File: src/rtl/pipelined_datapath_pkg.sv
// pipelined_datapath_pkg: shared types for the two-stage datapath.
// Provides the ALU op codes, the X/O stage bundles and a register-index width helper.
package pipelined_datapath_pkg;

   // Register-index width; a single register still needs one address bit.
   function automatic int reg_idx_w(input int n);
      return (n > 2) ? $clog2(n) : 1;
   endfunction

   // Default geometry; the stage bundles are sized from these, so the
   // top-level XLEN/NREGS/IMM_W parameters must stay equal to them.
   localparam int DP_XLEN  = 32;
   localparam int DP_NREGS = 32;
   localparam int DP_IMM_W = 16;
   localparam int DP_RW    = reg_idx_w(DP_NREGS);

   typedef enum logic [3:0] {
      ALU_AND = 4'b0000,
      ALU_OR  = 4'b0001,
      ALU_ADD = 4'b0010,
      ALU_XOR = 4'b0011,
      ALU_SUB = 4'b0110,
      ALU_SLT = 4'b0111,
      ALU_SLL = 4'b1000,
      ALU_SRL = 4'b1001,
      ALU_SRA = 4'b1010,
      ALU_NOR = 4'b1100
   } alu_op_e;

   // Execute-input stage; op is kept raw so unlisted codes pass through
   // to the ALU default (result 0) without an enum cast.
   typedef struct packed {
      logic                valid;
      logic [DP_RW-1:0]    rs;
      logic [DP_RW-1:0]    rt;
      logic [DP_RW-1:0]    rd;
      logic [DP_XLEN-1:0]  a;
      logic [DP_XLEN-1:0]  b;
      logic [DP_XLEN-1:0]  imm;
      logic                alu_src;
      logic [3:0]          op;
      logic                reg_write;
   } x_stage_t;

   typedef struct packed {
      logic                valid;
      logic [DP_XLEN-1:0]  result;
      logic                zero;
      logic                ovfl;
      logic [DP_RW-1:0]    rd;
      logic                reg_write;
   } o_stage_t;

endpackage

File: src/rtl/pipelined_datapath_regfile.sv
// regfile_2r1w: two async read ports, one sync write port, async active-high clear.
// Ports: clk, reset, ra/rb -> da/db (read), we/wa/wd (write); r0 reads 0, writes bypass to reads.
module regfile_2r1w
   import pipelined_datapath_pkg::*;
#(
   parameter int XLEN  = DP_XLEN,
   parameter int NREGS = DP_NREGS,
   parameter int RW    = reg_idx_w(NREGS)
) (
   input  logic            clk,
   input  logic            reset,
   input  logic [RW-1:0]   ra,
   input  logic [RW-1:0]   rb,
   output logic [XLEN-1:0] da,
   output logic [XLEN-1:0] db,
   input  logic            we,
   input  logic [RW-1:0]   wa,
   input  logic [XLEN-1:0] wd
);

   logic [XLEN-1:0] regs [NREGS];

   always_ff @(posedge clk or posedge reset) begin
      if (reset) begin
         for (int i = 0; i < NREGS; i++) regs[i] <= '0;
      end else if (we && (wa != '0)) begin
         regs[wa] <= wd;
      end
   end

   // Same-cycle write is visible to readers so a value committed while
   // a dependent instruction is being accepted is not lost.
   assign da = (ra == '0)            ? '0 :
               (we && (wa == ra))    ? wd : regs[ra];
   assign db = (rb == '0)            ? '0 :
               (we && (wa == rb))    ? wd : regs[rb];

endmodule

File: src/rtl/pipelined_datapath.sv
// pipelined_datapath: two-stage (X, O) register-read / ALU datapath with
// its own register file and write-back. Ports: clk, reset; in_valid/in_ready
// with rs/rt/rd_number, imm, alu_src, alu_control, reg_write; out_valid/out_ready
// with alu_result, zero, ovfl.
module pipelined_datapath
   import pipelined_datapath_pkg::*;
#(
   parameter int XLEN  = DP_XLEN,
   parameter int NREGS = DP_NREGS,
   parameter int IMM_W = DP_IMM_W
) (
   input  logic                     clk,
   input  logic                     reset,
   input  logic                     in_valid,
   output logic                     in_ready,
   input  logic [$clog2(NREGS)-1:0] rs_number,
   input  logic [$clog2(NREGS)-1:0] rt_number,
   input  logic [$clog2(NREGS)-1:0] rd_number,
   input  logic [IMM_W-1:0]         imm,
   input  logic                     alu_src,
   input  logic [3:0]               alu_control,
   input  logic                     reg_write,
   output logic                     out_valid,
   input  logic                     out_ready,
   output logic [XLEN-1:0]          alu_result,
   output logic                     zero,
   output logic                     ovfl
);

   localparam int SW = $clog2(XLEN);

   x_stage_t x_q;
   o_stage_t o_q;

   logic            accept;
   logic            advance;
   logic            commit;
   logic            fwd_a;
   logic            fwd_b;
   logic            ov;
   logic [XLEN-1:0] rf_a;
   logic [XLEN-1:0] rf_b;
   logic [XLEN-1:0] imm_ext;
   logic [XLEN-1:0] op_a;
   logic [XLEN-1:0] op_b;
   logic [XLEN-1:0] sum;
   logic [XLEN-1:0] diff;
   logic [XLEN-1:0] res;

   assign commit   = o_q.valid & out_ready;
   assign advance  = x_q.valid & (~o_q.valid | commit);
   assign in_ready = ~x_q.valid | advance;
   assign accept   = in_valid & in_ready;

   assign out_valid  = o_q.valid;
   assign alu_result = o_q.result;
   assign zero       = o_q.zero;
   assign ovfl       = o_q.ovfl;

   regfile_2r1w #(
      .XLEN  (XLEN),
      .NREGS (NREGS)
   ) u_rf (
      .clk   (clk),
      .reset (reset),
      .ra    (rs_number),
      .rb    (rt_number),
      .da    (rf_a),
      .db    (rf_b),
      .we    (commit & o_q.reg_write),
      .wa    (o_q.rd),
      .wd    (o_q.result)
   );

   assign imm_ext = {{(XLEN-IMM_W){imm[IMM_W-1]}}, imm};

   // O holds the one result X may have missed at operand capture.
   assign fwd_a = o_q.valid & o_q.reg_write & (o_q.rd != '0)
                & (o_q.rd == x_q.rs);
   assign fwd_b = o_q.valid & o_q.reg_write & (o_q.rd != '0)
                & (o_q.rd == x_q.rt) & ~x_q.alu_src;

   assign op_a = fwd_a ? o_q.result : x_q.a;
   assign op_b = x_q.alu_src ? x_q.imm
               : (fwd_b ? o_q.result : x_q.b);

   assign sum  = op_a + op_b;
   assign diff = op_a - op_b;

   always_comb begin
      res = '0;
      ov  = 1'b0;
      case (x_q.op)
         ALU_AND: res = op_a & op_b;
         ALU_OR:  res = op_a | op_b;
         ALU_XOR: res = op_a ^ op_b;
         ALU_NOR: res = ~(op_a | op_b);
         ALU_ADD: begin
            res = sum;
            ov  = (op_a[XLEN-1] == op_b[XLEN-1])
                & (sum[XLEN-1] != op_a[XLEN-1]);
         end
         ALU_SUB: begin
            res = diff;
            ov  = (op_a[XLEN-1] != op_b[XLEN-1])
                & (diff[XLEN-1] != op_a[XLEN-1]);
         end
         ALU_SLT: res = {{(XLEN-1){1'b0}},
                         $signed(op_a) < $signed(op_b)};
         ALU_SLL: res = op_a << op_b[SW-1:0];
         ALU_SRL: res = op_a >> op_b[SW-1:0];
         ALU_SRA: res = XLEN'($signed(op_a) >>> op_b[SW-1:0]);
         default: ;
      endcase
   end

   always_ff @(posedge clk or posedge reset) begin
      if (reset) begin
         x_q <= '0;
         o_q <= '0;
      end else begin
         if (advance) begin
            o_q.valid     <= 1'b1;
            o_q.result    <= res;
            o_q.zero      <= (res == '0);
            o_q.ovfl      <= ov;
            o_q.rd        <= x_q.rd;
            o_q.reg_write <= x_q.reg_write;
         end else if (commit) begin
            o_q.valid <= 1'b0;
         end

         if (accept) begin
            x_q.valid     <= 1'b1;
            x_q.rs        <= rs_number;
            x_q.rt        <= rt_number;
            x_q.rd        <= rd_number;
            x_q.a         <= rf_a;
            x_q.b         <= rf_b;
            x_q.imm       <= imm_ext;
            x_q.alu_src   <= alu_src;
            x_q.op        <= alu_control;
            x_q.reg_write <= reg_write;
         end else if (advance) begin
            x_q.valid <= 1'b0;
         end
      end
   end

endmodule

File: config.mk
export PLATFORM = sky130hd
export DESIGN_NAME = pipelined_datapath
export DESIGN_NICKNAME = d
export VERILOG_FILES = /design/src/rtl/pipelined_datapath_pkg.sv /design/src/rtl/pipelined_datapath_regfile.sv /design/src/rtl/pipelined_datapath.sv
export SDC_FILE = /design/constraint.sdc
export NUM_CORES = 2
export LEC_CHECK = 0
export ABC_AREA = 0
export CAP_MARGIN = 5
export CELL_PAD_IN_SITES_DETAIL_PLACEMENT = 1
export CELL_PAD_IN_SITES_GLOBAL_PLACEMENT = 1
export CORE_MARGIN = 4
export CORE_UTILIZATION = 30
export CTS_CLUSTER_SIZE = 40
export DETAILED_ROUTE_END_ITERATION = 6
export HOLD_SLACK_MARGIN = 0.15
export PLACE_DENSITY_LB_ADDON = 0.3
export REMOVE_ABC_BUFFERS = 1
export SYNTH_ARGS = -nofsm -noshare
export SYNTH_HDL_FRONTEND = slang
export SYNTH_HIERARCHICAL = 1
export SYNTH_SLANG_ARGS = --single-unit
File: constraint.sdc
create_clock -name clk -period 42.5 [get_ports clk]
set_input_delay 8.5 -clock clk [delete_from_list [all_inputs] [get_ports clk]]
set_output_delay 8.5 -clock clk [all_outputs]
set_load 0.05 [all_outputs]
# --- After elaboration in Yosys (flattened, before gate mapping) ---
# Index checks and enable logic that the tools add are counted.
op_classes:
  addsub: 2
  n_lt_le_gt_ge: 5
  n_eq_ne: 17
  shifts: 3
  n_mux: 22
  n_bitwise: 23
  n_reduce_logical: 11
ops:
  columns: ["operator", "count"]
  rows:
  - ["1024-bit bitwise mux", 1]
  - ["32-bit 2-to-1 mux", 12]
  - ["32-bit binary-select mux with 5-bit select", 2]
  - ["32-bit one-hot mux with 10 select lines", 1]
  - ["32-bit demux with 5-bit select", 1]
  - ["32-bit adder", 1]
  - ["32-bit AND", 1]
  - ["32-bit logical NOT", 1]
  - ["32-bit < comparator", 1]
  - ["32-bit inverter", 1]
  - ["32-bit bitwise OR", 1]
  - ["32-bit by 5-bit left shift with 32-bit output", 1]
  - ["32-bit by 5-bit >> shifter with 32-bit output", 1]
  - ["32-bit by 5-bit >>> shifter with 32-bit output", 1]
  - ["32-bit subtractor", 1]
  - ["32-bit bitwise XOR", 1]
  - ["5-bit equality test", 4]
  - ["6-bit >= comparator, second input constant", 3]
  - ["5-bit inverter with 6-bit output", 3]
  - ["4-bit equality test, second input constant", 4]
  - ["1-bit AND", 11]
  - ["5-bit logical NOT", 2]
  - ["4-bit by 2-bit equality test with 1-bit output, second input constant", 2]
  - ["4-bit by 3-bit equality test with 1-bit output, second input constant", 2]
  - ["12 further kinds", 24]
word_totals:
  register_bits: 1167
  wordCells: 131

# --- Longest topological paths before layout ---
depth:
  word_depth: 10
  ltp_mapped: 26
  ltp_nobuf: 22

# --- By module ---
# The synthesis kept the hierarchy.
by_module_without_submodules:
  columns: ["module", "n_inst", "cells_each", "area_each_um2", "seq_area_each_um2"]
  rows:
  - ["regfile_2r1w", 1, 3814, 55150.4, 25624.6]
  - ["pipelined_datapath", 1, 1947, 15879.0, 3578.4]

# --- Worst setup path after synthesis ---
# Ideal clock, no wire load.
synth_path:
  path_type: "input -> output"
  startpoint: "in out_ready"
  endpoint: "out in_ready"
  t_arrival_ns: 8.989
  required_time_ns: 34.000
  setup_slack_ns: 25.011
  cell_stages: 1
  n_path_buf: 0
  cell_sequence: "nand3b_1"
synth_between:
  elab_chain_cells: 4
synth_lines:
  columns: ["item", "line", "text"]
  rows:
  - ["start, declared", "pipelined_datapath.sv:24", "input logic out_ready,"]
  - ["1-bit AND", "pipelined_datapath.sv:50", "assign commit = o_q.valid & out_ready;"]
  - ["1-bit bitwise OR", "pipelined_datapath.sv:51", "assign advance = x_q.valid & (~o_q.valid | commit);"]
  - ["1-bit AND", "pipelined_datapath.sv:51", null]
  - ["1-bit bitwise OR", "pipelined_datapath.sv:52", "assign in_ready = ~x_q.valid | advance;"]
  - ["end, declared", "pipelined_datapath.sv:15", "output logic in_ready,"]
# No other way between the ends.

# --- Final worst setup path ---
# Ends and elaborated chain as after synthesis.

==> summary.md <==
| Metric | Value |
|---|---|
| CTS Buf Count | 139 |
| Core area | 0.235 mm² |
| RSZ-0062 raised after global routing | no |
| Fin nets | 5720 |
| Crit path kind | in2out |
| H-tree levels | 4 |
| Non-filler cells, final | 8834 |
| Postcts setup bufs | 0 |
| Max frequency | 0.0540 GHz |
| Leak | 35.2 nW |
| Clk buf depth | 3 |
| GP Congestion | 0.958 |
| Die Wd | 495 µm |
| Placed cells | 8583 |
| Drt wl/cell | 33.7 µm |
| Post-synth EDFFs | 0 |
| RR Startpoint | o_q[3]$_DFFE_PP0P_ |
| HPWL Detailed | 186000 µm |
| Chip height | 495 µm |
| Fin crit share | 43.6% |
| VDD IR max | 0.0488 mV |
| Ys flop type | dfrtp_1 |
| First-pass detailed-route iteration total | 5 |
| Mapped Cells | 5761 |
| Die Area | 0.245 mm² |
| Cell area power density | 61.3 mW/mm² |
| Largest net degree at the start of global routing | 164 |
| Fraction of layout cells with a size suffix above 1 | 36.9% |
| Worst path depth | 3 |
| Initial drt markers | 4598 |
| Clock-pin slew on the worst setup and hold paths | 60 ps |
| Skew-Pair Late Insertion Delay | 810 ps |
| Worst-Margin Slew | 1320 ps |
| Multi-input gate area | 0.0388 mm² |
| Post-cts sizing count | 0 |
| Max Cap Viol | 0 |
| Critical path's most frequent cell | clkdlybuf4s50_1 |
| R2R cell count | 22 |
| Starting Density | 30.2% |
| Largest cells by area after synthesis | dfrtp_1 41%, mux2_2 19%, mux4_2 12%, mux2i_1 5.2%, ha_1 1.8% |
| Crit end category | output port |
| Synthesis-to-layout area growth | 11.7% |
| IO Pins | 77 |
| Synth top area share | 41.1% |
| WHS | 393 ps |
| CTS tree | done |
| Drt total wl | 298000 µm |
| Congestion Overflow GR | 0 |
| Ys Warns | 6 |
| Mapped Area | 0.0710 mm² |
| # setup viols final | 0 |
| Initial antenna violation count | 11 |
| Minimum clock period | 18530 ps |
| First-pass GRT wire length | 423000 µm |
| Total clock sinks | 1167 |
| Setup TNS | 0 ps |
| Netlist cell types | 95 |
| Final antenna-violating net count | 0 |
| # hold bufs at CTS | 0 |
| Vias | 52673 |
| Row count | 178 |
| Final hold viol count | 0 |
| RR Endpoint | zero$_DFFE_PP0P_ |
| Leading area contributor after synthesis | dfrtp_1 |
| Sequential standard cell area | 0.0292 mm² |
| Worst Clk Skew | 59.2 ps |
| Slowest-stage cell, CP | clkdlybuf4s50_1 |
| Most common cell after layout, fill and taps aside | mux2_2 |
| CTS root buf | clkbuf_16 |
| Reg-to-reg slack, setup | 33870 ps |
| Startpoint types | input port |
| Largest delay contributor family on the critical path | buffers and inverters |
| Post-route core utilization | 33.7% |
| Commonest non-fill, non-tap cells in the layout | 1178 x mux2_2, 1166 x dfrtp_1, 384 x mux4_2 |
| Critical-path cell list | clkdlybuf4s50_1 > nand3b_1 > clkdlybuf4s50_1 |
| Syn_area_per_cell | 12.3 µm² |
| CP arrival | 10030 ps |
| CP endpoint | in_ready |
| Worst-path maximum fanout | 3 |
| Crit path buf inv count | 2 |
| Worst hold-check path type | reg2reg |
| Total track usage | 23.8% |
| Crit path from | out_ready |
| Vias/cell | 5.96 |
| Slew Viols, Final | 0 |
| Asr flop ratio synth | 100% |
| Post-synthesis sequential area ratio | 41.1% |
| Total chip power | 0.00486 W |
| Layout fillers | 25070 |
| Port-buffer cells | 76 |
| Slew margin rel. | 11.5% |
| # DRC | 0 |
| CP peak stage delay | 840 ps |
| Vias in the first global route | 54737 |
| Worst path required time | 34000 ps |
| Status | complete, no violations |
| #FFs+latches synth | 1167 |
==> final cells by class <==
cell class / count / area share, %
flip-flops and latches: 1167 / 36.8
well taps: 3150 / 4.97
repair buffers: 270 / 2.87
multi-input cells: 3892 / 48.9
inverters: 104 / 0.511
diodes: 6 / 0.0189
clock inverters: 37 / 0.666
clock buffers: 208 / 5.20
==> how the worst min path moves through the flow <==
stage	startpoint	endpoint	slack (ps)	cells after the start
3_5_place_dp	u_rf/regs[1017]$_DFFE_PP0P_	u_rf/regs[1017]$_DFFE_PP0P_	380	0
4_1_cts	u_rf/regs[1017]$_DFFE_PP0P_	u_rf/regs[1017]$_DFFE_PP0P_	400	0
5_1_grt	u_rf/regs[1014]$_DFFE_PP0P_	u_rf/regs[1014]$_DFFE_PP0P_	410	0
6_report	u_rf/regs[1007]$_DFFE_PP0P_	u_rf/regs[1007]$_DFFE_PP0P_	390	0
3_3_place_gp	u_rf/regs[1014]$_DFFE_PP0P_	u_rf/regs[1014]$_DFFE_PP0P_	370	0
2_1_floorplan	u_rf/regs[1001]$_DFFE_PP0P_	u_rf/regs[1001]$_DFFE_PP0P_	360	0
==> power breakdown <==
part           internal (W)  switching (W)  leakage, nW
clock network      0.000722       0.000512         2.28
registers           0.00147       0.000293         15.8
logic              0.000789        0.00108         17.1
==> state kept, by name, indices dropped and copies added, names as in the netlist <==
signal / cells
ovfl: 1
zero: 1
out_valid: 1
x_q: 102
o_q: 6
alu_result: 32
u_rf/regs: 1024
==> logic make-up after synthesis <==
| family | Yosys count | synth area share [%] |
|---|---|---|
| compound gates | 986 | 9.70 |
| fa+ha+maj | 105 | 1.87 |
| mux | 1967 | 37.0 |
| flops | 1167 | 41.1 |
| xor+xnor | 30 | 0.370 |
| simple gates | 804 | 5.26 |
| buf+inv | 702 | 4.65 |
==> per-layer routing <==
layer | share of wire (%) | GRT usage (%)
met2 | 46 | 37.9
met4 | 4.3 | 9.32
met1 | 43 | 32.2
met5 | 0.011 | 0
met3 | 6.6 | 4.29
==> synth_stat cells, drive strengths merged (11+ instances only) <==
library cell / instances
xor2: 15
o221ai: 65
dfrtp: 1167
a31oi: 41
a221oi: 39
nor2: 183
mux4: 398
a22oi: 79
a21boi: 11
inv: 104
o21a: 25
mux2i: 388
a211oi: 81
a21o: 11
mux2: 1181
nand2b: 24
buf: 308
a221o: 23
nor2b: 19
nor3: 89
and3: 30
xnor2: 15
a2111oi: 15
a22o: 12
nand2: 315
nand3: 40
o22ai: 82
a21oi: 151
o21ai: 195
ha: 103
a32o: 35
nor4: 23
o211ai: 24
nand4: 15
clkbuf: 290
==> worst register-to-register path, cell delays in order (launching register included) <==
cell,delay [ps]
dfrtp_1,910
nor4_2,200
a211oi_1,290
buf_4,220
and2_2,480
buf_4,500
mux2i_2,660
inv_1,220
ha_1,450
nand2b_1,190
a211o_1,340
a211oi_1,620
o211ai_1,190
a21oi_1,510
nor4_1,110
a2111oi_0,530
mux2_2,250
o221ai_1,140
nor3_1,770
nand4_1,310
nor4_1,400
nand2_1,120
o21ai_1,150
==> stage by stage <==
step	setup slack [ps]	cell area, µm²
6_report	23970	79300
4_1_cts	23950	79300
3_3_place_gp	23940	74600
3_5_place_dp	23960	74600
5_1_grt	23920	79300
2_1_floorplan	5180	68100
Note: power is estimated with default switching activity, not from simulation.
